**config.mk**
```make
export PLATFORM = sky130hd
export DESIGN_NAME = multicycle_control_flat
export DESIGN_NICKNAME = d
export VERILOG_FILES = /design/src/rtl/multicycle_control_pkg.sv /design/src/rtl/multicycle_control_if.sv /design/src/rtl/multicycle_control_timer.sv /design/src/rtl/multicycle_control.sv /design/src/flat_wrapper.sv
export SDC_FILE = /design/constraint.sdc
export NUM_CORES = 1
export LEC_CHECK = 0
export ABC_AREA = 1
export CELL_PAD_IN_SITES_DETAIL_PLACEMENT = 1
export CELL_PAD_IN_SITES_GLOBAL_PLACEMENT = 1
export CORE_AREA = 2 2 54 56
export DETAILED_ROUTE_END_ITERATION = 6
export DIE_AREA = 0 0 56 58
export GPL_TIMING_DRIVEN = 0
export HOLD_SLACK_MARGIN = 0.03
export PLACE_DENSITY_LB_ADDON = 0.25
export SLEW_MARGIN = 10
export SYNTH_ARGS = -nofsm -noshare
export SYNTH_HDL_FRONTEND = slang
export SYNTH_HIERARCHICAL = 1
export SYNTH_SLANG_ARGS = --single-unit
```
**constraint.sdc**
```tcl
create_clock -name clock -period 2.73 [get_ports clock]
set_clock_uncertainty 0.1 [all_clocks]
set_input_delay 0.819 -clock clock [delete_from_list [all_inputs] [get_ports clock]]
set_output_delay 0.819 -clock clock [all_outputs]
set_load 0.01 [all_outputs]
```
**src/rtl/multicycle_control_pkg.sv**
```systemverilog
// Shared definitions for the multi-cycle MIPS controller: opcodes, ALU
// operation codes, state codes and the opcode decode helpers.
package control_pkg;

    localparam logic [5:0] OP_RTYPE = 6'd0;
    localparam logic [5:0] OP_J     = 6'd2;
    localparam logic [5:0] OP_JAL   = 6'd3;
    localparam logic [5:0] OP_BEQ   = 6'd4;
    localparam logic [5:0] OP_BNE   = 6'd5;
    localparam logic [5:0] OP_ADDI  = 6'd8;
    localparam logic [5:0] OP_ADDIU = 6'd9;
    localparam logic [5:0] OP_SLTI  = 6'd10;
    localparam logic [5:0] OP_SLTIU = 6'd11;
    localparam logic [5:0] OP_ANDI  = 6'd12;
    localparam logic [5:0] OP_ORI   = 6'd13;
    localparam logic [5:0] OP_LUI   = 6'd15;
    localparam logic [5:0] OP_LW    = 6'd35;
    localparam logic [5:0] OP_SW    = 6'd43;

    typedef enum logic [3:0] {
        ALU_ADD     = 4'd0,
        ALU_SUB     = 4'd1,
        ALU_FUNCT   = 4'd2,
        ALU_IMM_ADD = 4'd3,
        ALU_SLT_IMM = 4'd4,
        ALU_AND     = 4'd5,
        ALU_OR      = 4'd6,
        ALU_LUI     = 4'd7
    } aluOpT;

    typedef enum logic [3:0] {
        IDLE   = 4'd0,
        FETCH  = 4'd1,
        DECODE = 4'd2,
        EXEC_R = 4'd3,
        EXEC_I = 4'd4,
        ADDR   = 4'd5,
        MEM_RD = 4'd6,
        MEM_WR = 4'd7,
        WB_R   = 4'd8,
        WB_I   = 4'd9,
        WB_MEM = 4'd10,
        BRANCH = 4'd11,
        JUMP   = 4'd12,
        JAL    = 4'd13
    } stateT;

    // State following DECODE; unsupported opcodes fall back to FETCH.
    function automatic stateT decodeNext(input logic [5:0] op);
        case (op)
            OP_RTYPE:                 return EXEC_R;
            OP_J:                     return JUMP;
            OP_JAL:                   return JAL;
            OP_BEQ, OP_BNE:           return BRANCH;
            OP_ADDI, OP_ADDIU, OP_SLTI, OP_SLTIU,
            OP_ANDI, OP_ORI, OP_LUI:  return EXEC_I;
            OP_LW, OP_SW:             return ADDR;
            default:                  return FETCH;
        endcase
    endfunction

    // ALU operation for the immediate-arithmetic group.
    function automatic aluOpT immAluOp(input logic [5:0] op);
        case (op)
            OP_SLTI, OP_SLTIU: return ALU_SLT_IMM;
            OP_ANDI:           return ALU_AND;
            OP_ORI:            return ALU_OR;
            OP_LUI:            return ALU_LUI;
            default:           return ALU_IMM_ADD;
        endcase
    endfunction

    // Logical immediates and addiu take a zero-extended immediate.
    function automatic logic immSignExt(input logic [5:0] op);
        return !(op == OP_ADDIU || op == OP_ANDI || op == OP_ORI);
    endfunction

endpackage

```
**src/rtl/multicycle_control_if.sv**
```systemverilog
// Controller <-> datapath bundle: IR opcode and memory handshake in,
// every mux select / write strobe out. master = controller side.
interface multicycle_control_if;
    logic [5:0] OpCode;
    logic       MemReady;
    logic       PCWrite;
    logic       PCWriteCond;
    logic       IorD;
    logic       IRWrite;
    logic       MemRead;
    logic       MemWrite;
    logic       MemtoReg;
    logic       RegDst;
    logic       RegWrite;
    logic       ALUSrcA;
    logic [1:0] ALUSrcB;
    logic [3:0] ALUOp;
    logic [1:0] PCSource;
    logic       selectRaWire;
    logic       zeroImm;
    logic       extendType;
    logic       bneSelect;
    logic       IllegalOp;
    logic       BusError;
    logic [3:0] State;

    modport master (
        input  OpCode, MemReady,
        output PCWrite, PCWriteCond, IorD, IRWrite, MemRead, MemWrite,
               MemtoReg, RegDst, RegWrite, ALUSrcA, ALUSrcB, ALUOp,
               PCSource, selectRaWire, zeroImm, extendType, bneSelect,
               IllegalOp, BusError, State
    );

    modport slave (
        output OpCode, MemReady,
        input  PCWrite, PCWriteCond, IorD, IRWrite, MemRead, MemWrite,
               MemtoReg, RegDst, RegWrite, ALUSrcA, ALUSrcB, ALUOp,
               PCSource, selectRaWire, zeroImm, extendType, bneSelect,
               IllegalOp, BusError, State
    );
endinterface

```
**src/rtl/multicycle_control_timer.sv**
```systemverilog
// Memory wait-state watchdog. Only built when MEM_TIMEOUT_EN is defined.
// Counts consecutive MemReady=0 cycles in a waiting state; any cycle that
// is not a wait (ready, or a non-memory state) restarts the count, so the
// count is always zero on entry to FETCH/MEM_RD/MEM_WR.
`ifdef MEM_TIMEOUT_EN
module mem_wait_timer #(
    parameter int LIMIT = 15
) (
    input  logic clock,
    input  logic reset_n,
    input  logic waitCycle,
    output logic expired,
    output logic busError
);
    logic [3:0] waitCnt;

    // Fires on the LIMIT-th stalled cycle; a ready on that cycle never fires.
    assign expired = waitCycle && (waitCnt == 4'(LIMIT - 1));

    // Stall counter, restarted by any non-wait cycle or by the abort itself.
    always_ff @(posedge clock or negedge reset_n) begin
        if (!reset_n)                 waitCnt <= '0;
        else if (!waitCycle || expired) waitCnt <= '0;
        else                          waitCnt <= waitCnt + 4'd1;
    end

    // Sticky error flag, only cleared by reset.
    always_ff @(posedge clock or negedge reset_n) begin
        if (!reset_n)     busError <= 1'b0;
        else if (expired) busError <= 1'b1;
    end
endmodule
`endif

```
**src/rtl/multicycle_control.sv**
```systemverilog
// Multi-cycle MIPS control FSM: fetch/decode/execute/memory/writeback.
// Outputs are decoded from the state register; IRWrite/PCWrite in FETCH
// follow MemReady directly. Define MEM_TIMEOUT_EN to add a memory wait
// watchdog that aborts a stalled access and raises a sticky BusError.
module multicycle_control
    import control_pkg::*;
#(
    parameter int MEM_TIMEOUT = 15
) (
    input  logic                clock,
    input  logic                reset_n,
    multicycle_control_if.master bus
);
    stateT state;
    aluOpT aluOp;
    logic  timeoutHit;

    // The wait counter is 4 bits wide, so the limit must fit in it.
    if (MEM_TIMEOUT < 1 || MEM_TIMEOUT > 15) begin : gBadTimeout
        $error("MEM_TIMEOUT must be in 1..15");
    end

`ifdef MEM_TIMEOUT_EN
    logic waitCycle;
    logic busErr;

    assign waitCycle = (state == FETCH || state == MEM_RD || state == MEM_WR)
                       && !bus.MemReady;

    mem_wait_timer #(.LIMIT(MEM_TIMEOUT)) uTimer (
        .clock    (clock),
        .reset_n  (reset_n),
        .waitCycle(waitCycle),
        .expired  (timeoutHit),
        .busError (busErr)
    );

    assign bus.BusError = busErr;
`else
    assign timeoutHit   = 1'b0;
    assign bus.BusError = 1'b0;
`endif

    // State sequencing; a memory ready always beats a same-cycle timeout.
    always_ff @(posedge clock or negedge reset_n) begin
        if (!reset_n) begin
            state <= IDLE;
        end else begin
            case (state)
                IDLE:   state <= FETCH;
                FETCH:  if (bus.MemReady)   state <= DECODE;
                        else if (timeoutHit) state <= IDLE;
                DECODE: state <= decodeNext(bus.OpCode);
                EXEC_R: state <= WB_R;
                WB_R:   state <= FETCH;
                EXEC_I: state <= WB_I;
                WB_I:   state <= FETCH;
                ADDR:   state <= (bus.OpCode == OP_LW) ? MEM_RD : MEM_WR;
                MEM_RD: if (bus.MemReady)   state <= WB_MEM;
                        else if (timeoutHit) state <= FETCH;
                WB_MEM: state <= FETCH;
                MEM_WR: if (bus.MemReady || timeoutHit) state <= FETCH;
                BRANCH: state <= FETCH;
                JUMP:   state <= FETCH;
                JAL:    state <= FETCH;
                default: state <= IDLE;
            endcase
        end
    end

    // Per-state datapath controls; everything idles at 0 except sign extend.
    always_comb begin
        bus.PCWrite      = 1'b0;
        bus.PCWriteCond  = 1'b0;
        bus.IorD         = 1'b0;
        bus.IRWrite      = 1'b0;
        bus.MemRead      = 1'b0;
        bus.MemWrite     = 1'b0;
        bus.MemtoReg     = 1'b0;
        bus.RegDst       = 1'b0;
        bus.RegWrite     = 1'b0;
        bus.ALUSrcA      = 1'b0;
        bus.ALUSrcB      = 2'd0;
        bus.PCSource     = 2'd0;
        bus.selectRaWire = 1'b0;
        bus.zeroImm      = 1'b0;
        bus.extendType   = 1'b1;
        bus.bneSelect    = 1'b0;
        bus.IllegalOp    = 1'b0;
        aluOp            = ALU_ADD;
        case (state)
            FETCH: begin
                // PC+4 computed every cycle; commit only once the word lands.
                bus.MemRead = 1'b1;
                bus.ALUSrcB = 2'd1;
                bus.IRWrite = bus.MemReady;
                bus.PCWrite = bus.MemReady;
            end
            DECODE: begin
                // Speculative branch target into ALUOut.
                bus.ALUSrcB   = 2'd3;
                bus.IllegalOp = (decodeNext(bus.OpCode) == FETCH);
            end
            EXEC_R: begin
                bus.ALUSrcA = 1'b1;
                aluOp       = ALU_FUNCT;
            end
            WB_R: begin
                bus.RegDst   = 1'b1;
                bus.RegWrite = 1'b1;
            end
            EXEC_I: begin
                bus.ALUSrcA    = 1'b1;
                bus.ALUSrcB    = 2'd2;
                aluOp          = immAluOp(bus.OpCode);
                bus.extendType = immSignExt(bus.OpCode);
            end
            WB_I: begin
                bus.RegWrite = 1'b1;
                aluOp        = immAluOp(bus.OpCode);
            end
            ADDR: begin
                bus.ALUSrcA = 1'b1;
                bus.ALUSrcB = 2'd2;
            end
            MEM_RD: begin
                bus.MemRead = 1'b1;
                bus.IorD    = 1'b1;
            end
            WB_MEM: begin
                bus.MemtoReg = 1'b1;
                bus.RegWrite = 1'b1;
            end
            MEM_WR: begin
                bus.MemWrite = 1'b1;
                bus.IorD     = 1'b1;
            end
            BRANCH: begin
                bus.ALUSrcA     = 1'b1;
                aluOp           = ALU_SUB;
                bus.PCWriteCond = 1'b1;
                bus.PCSource    = 2'd1;
                bus.bneSelect   = (bus.OpCode == OP_BNE);
            end
            JUMP: begin
                bus.PCWrite  = 1'b1;
                bus.PCSource = 2'd2;
            end
            JAL: begin
                // Jump while PC (already +4) + 0 is written to $31.
                bus.PCWrite      = 1'b1;
                bus.PCSource     = 2'd2;
                bus.RegWrite     = 1'b1;
                bus.selectRaWire = 1'b1;
                bus.zeroImm      = 1'b1;
                bus.ALUSrcB      = 2'd2;
                aluOp            = ALU_IMM_ADD;
            end
            default: ;
        endcase
    end

    assign bus.ALUOp = aluOp;
    assign bus.State = state;

endmodule

```
**src/flat_wrapper.sv**
```systemverilog
// flat-port wrapper written by rule: the top's interface ports become plain ports
module multicycle_control_flat import control_pkg::*;
#(
    parameter int MEM_TIMEOUT = 15
)
  (clock, reset_n, bus_OpCode, bus_MemReady, bus_PCWrite, bus_PCWriteCond, bus_IorD, bus_IRWrite, bus_MemRead, bus_MemWrite, bus_MemtoReg, bus_RegDst, bus_RegWrite, bus_ALUSrcA, bus_ALUSrcB, bus_ALUOp, bus_PCSource, bus_selectRaWire, bus_zeroImm, bus_extendType, bus_bneSelect, bus_IllegalOp, bus_BusError, bus_State);
  multicycle_control_if bus_i ();
  input  logic clock;
  input  logic reset_n;
  input wire logic [$bits(bus_i.OpCode)-1:0] bus_OpCode;
  input wire logic [$bits(bus_i.MemReady)-1:0] bus_MemReady;
  output wire logic [$bits(bus_i.PCWrite)-1:0] bus_PCWrite;
  output wire logic [$bits(bus_i.PCWriteCond)-1:0] bus_PCWriteCond;
  output wire logic [$bits(bus_i.IorD)-1:0] bus_IorD;
  output wire logic [$bits(bus_i.IRWrite)-1:0] bus_IRWrite;
  output wire logic [$bits(bus_i.MemRead)-1:0] bus_MemRead;
  output wire logic [$bits(bus_i.MemWrite)-1:0] bus_MemWrite;
  output wire logic [$bits(bus_i.MemtoReg)-1:0] bus_MemtoReg;
  output wire logic [$bits(bus_i.RegDst)-1:0] bus_RegDst;
  output wire logic [$bits(bus_i.RegWrite)-1:0] bus_RegWrite;
  output wire logic [$bits(bus_i.ALUSrcA)-1:0] bus_ALUSrcA;
  output wire logic [$bits(bus_i.ALUSrcB)-1:0] bus_ALUSrcB;
  output wire logic [$bits(bus_i.ALUOp)-1:0] bus_ALUOp;
  output wire logic [$bits(bus_i.PCSource)-1:0] bus_PCSource;
  output wire logic [$bits(bus_i.selectRaWire)-1:0] bus_selectRaWire;
  output wire logic [$bits(bus_i.zeroImm)-1:0] bus_zeroImm;
  output wire logic [$bits(bus_i.extendType)-1:0] bus_extendType;
  output wire logic [$bits(bus_i.bneSelect)-1:0] bus_bneSelect;
  output wire logic [$bits(bus_i.IllegalOp)-1:0] bus_IllegalOp;
  output wire logic [$bits(bus_i.BusError)-1:0] bus_BusError;
  output wire logic [$bits(bus_i.State)-1:0] bus_State;
  assign bus_i.OpCode = bus_OpCode;
  assign bus_i.MemReady = bus_MemReady;
  assign bus_PCWrite = bus_i.PCWrite;
  assign bus_PCWriteCond = bus_i.PCWriteCond;
  assign bus_IorD = bus_i.IorD;
  assign bus_IRWrite = bus_i.IRWrite;
  assign bus_MemRead = bus_i.MemRead;
  assign bus_MemWrite = bus_i.MemWrite;
  assign bus_MemtoReg = bus_i.MemtoReg;
  assign bus_RegDst = bus_i.RegDst;
  assign bus_RegWrite = bus_i.RegWrite;
  assign bus_ALUSrcA = bus_i.ALUSrcA;
  assign bus_ALUSrcB = bus_i.ALUSrcB;
  assign bus_ALUOp = bus_i.ALUOp;
  assign bus_PCSource = bus_i.PCSource;
  assign bus_selectRaWire = bus_i.selectRaWire;
  assign bus_zeroImm = bus_i.zeroImm;
  assign bus_extendType = bus_i.extendType;
  assign bus_bneSelect = bus_i.bneSelect;
  assign bus_IllegalOp = bus_i.IllegalOp;
  assign bus_BusError = bus_i.BusError;
  assign bus_State = bus_i.State;
  multicycle_control #(.MEM_TIMEOUT(MEM_TIMEOUT)) u_core (.clock(clock), .reset_n(reset_n), .bus(bus_i));
endmodule
```
==> impl_metrics.toml <==
[timing]
maxSlewViolCount = 0
min_period_over_period_pct = 97.8
finalHoldViolCount = 0
fmax_mhz = 375
fin_crit_ps = 2670
timing.final.setup_violations = 0
worst_hold_slack_ps = 488
rsz0062_at_grt = "yes"

[cells_and_area]
layout-drive-gt1-share_pct = 37.6
fillers = 385
layout_common_cells = "25 x nand2_1, 20 x clkdlybuf4s50_1, 17 x inv_1"
final_cell_area_sq_um = 1110
num_antenna_cells = 0
synthToLayoutAreaGrowth_pct = 72.1
final_common_cell = "nand2_1"
largest_reg_flops = 4
nets = 177

[placement]
placed_area_sq_um = 1030
hpwl_um = 1890
io_buffers = 34
gp_congestion = 0.801

[clock_network]
cts_buffer_depth = 2
htree_levels = 1
cts_tree = "yes"
clk_latency_ps = 230
numClockSinks = 4
clockRootBuffer = "clkbuf_4"
path_clk_slew_ps = 30
cts_buffers = 3

[grt]
grt_pass1_vias = 895
antenna_found_initial = 0
grt_use_total_pct = 15.1
grt_first_pass_wirelength_um = 3950
grt_max_degree = 9
gr-total-overflow = 0

[yosys]
synth_top_area_cell = "dfrtp_1"
yosysTopAreaCellShare_pct = 15.5
synth.area.top_cells = "dfrtp_1 15%, nand2_1 15%, inv_1 12%"
yosysSeqAreaShare_pct = 15.5
synth.distinct_cells = 23
ys.warnings.count = 6
synth_cells = 118
synth.cell_area_sq_um = 647
synth_area_per_cell_sq_um = 5.48
synth_seq_cells = 4

[die]
die_h_um = 58
coreArea_sq_um = 2660
start_util_pct = 24.3
die_w_um = 56
ios = 37
fp.dieArea_sq_um = 3250
rows = 19

[worst_setup_path]
crit_fanout = 6
worstPathRequired_ps = 1810
worst_ep_arrival_time_ps = 1750
endpoint_kind = "output pin"
path_class = "reg -> out"
startpoint_type = "flop"

[detailed_routing]
finalWirelength_um = 2600
drt_iter0_markers = 10
route.vias.total = 939
detail-route-antenna-nets = 0
drtPass1Iterations = 4
drc_errors = 0
via_per_inst = 4.79
avgRoutedWirePerCell_um = 13.3

[flow_run]
max-cap-violations = 0

[power]
p_per_area_nw_per_um2 = 792
leakagePower_nw = 0.579
vdd_drop_max_v = 0.000456
power_w = 0.000882

[outcome]
status = "finished clean"

[hold_path]
hp-class = "reg -> reg"
cell usage after synthesis:
cell        n
o22ai_1     1
nor2_1     16
nor4_1      1
dfrtp_1     4
o21ai_0     6
ha_1        1
nor2_2      3
nand4_1     3
o22ai_2     1
conb_1      1
nand2_2     3
o2111ai_1   1
buf_4       4
nand3_1    11
nor3_1      5
nor2_4      1
nand2_1    26
a21oi_1     2
clkinv_1    1
inv_1      21
nand3b_1    1
inv_2       4
a21oi_4     1
metal layers:
layer / global-route usage [%] / share of wire (%)
met3: 1.34 / 3.3
met5: 0 / 0
met4: 3.06 / 0.58
met2: 28.6 / 53
met1: 18.7 / 43
power breakdown:
group	internal (W)	total [W]	switching (W)
Clock	0.0000491	0.0000724	0.0000233
Combinational	0.000299	0.000671	0.000372
Sequential	0.0000896	0.000139	0.0000490
Total	0.000438	0.000882	0.000445
area by class of cell:
type	count	area, sq um	share of cell area (%)
Clock buffer	3	22.5	2.02
Timing Repair Buffer	43	340	30.6
Inverter	26	97.6	8.76
Sequential cell	4	105	9.44
Buffer	4	30.0	2.70
Multi-Input combinational cell	85	479	43.0
Tap cell	31	38.8	3.48
path summary, 6_finish.rpt:
check / start / endpoint / slack (ps) / depth (start not counted)
hold / removal: u_core/bus.State[0]$_DFFE_PN0P_ / u_core/bus.State[0]$_DFFE_PN0P_ / 490 / 2
setup reg to reg: u_core/bus.State[0]$_DFFE_PN0P_ / u_core/bus.State[0]$_DFFE_PN0P_ / 1200 / 8
setup / recovery: u_core/bus.State[0]$_DFFE_PN0P_ / bus_PCSource[0] / 60 / 6
hold reg to reg: u_core/bus.State[0]$_DFFE_PN0P_ / u_core/bus.State[0]$_DFFE_PN0P_ / 490 / 2
min in group asynchronous: reset_n / u_core/bus.State[2]$_DFFE_PN0P_ / 680 / 1
max in group asynchronous: reset_n / u_core/bus.State[0]$_DFFE_PN0P_ / 1670 / 1
what timing repair did:
action | in CTS | in global routing
pin swaps | 3 | 9
setup buffers | 3 | 6
setup endpoints to repair | 12 | 14
hold buffers | 0 | 0
gates resized for setup | 52 | 25
cloned | 0 | 0
critical path, stage by stage, from the launching register on:
cell and delay (ps):
dfrtp_2 440, nand2_1 160, inv_1 80, nand2_1 180, inv_1 80, buf_4 130
clkdlybuf4s50_1 460
stage by stage:
| step | worst slack, ps | TNS (ps) | utilization, % | instances |
|---|---|---|---|---|
| final | 60.6 | 0 | 41.8 | 196 |
| after global routing | -34.8 | -49.7 | 41.8 | 196 |
| after CTS | -108 | -276 | 41.3 | 190 |
| after detailed placement | -889 | -5260 | 38.7 | 184 |
| after global placement | -891 | -5060 | 38.7 | 184 |
| after floorplan | 202 | 0 | - | 119 |
cells by family after synthesis:
logic type               after synthesis  synth area share, %
buffers and inverters                 30                 19.7
other                                  1                0.580
flip-flops                             4                 15.5
AO/OA/AOI/OAI                         12                 13.0
adder cells (fa/ha/maj)                1                 1.93
AND/OR/NAND/NOR                       70                 49.3
(Power assumes the default switching activity.)
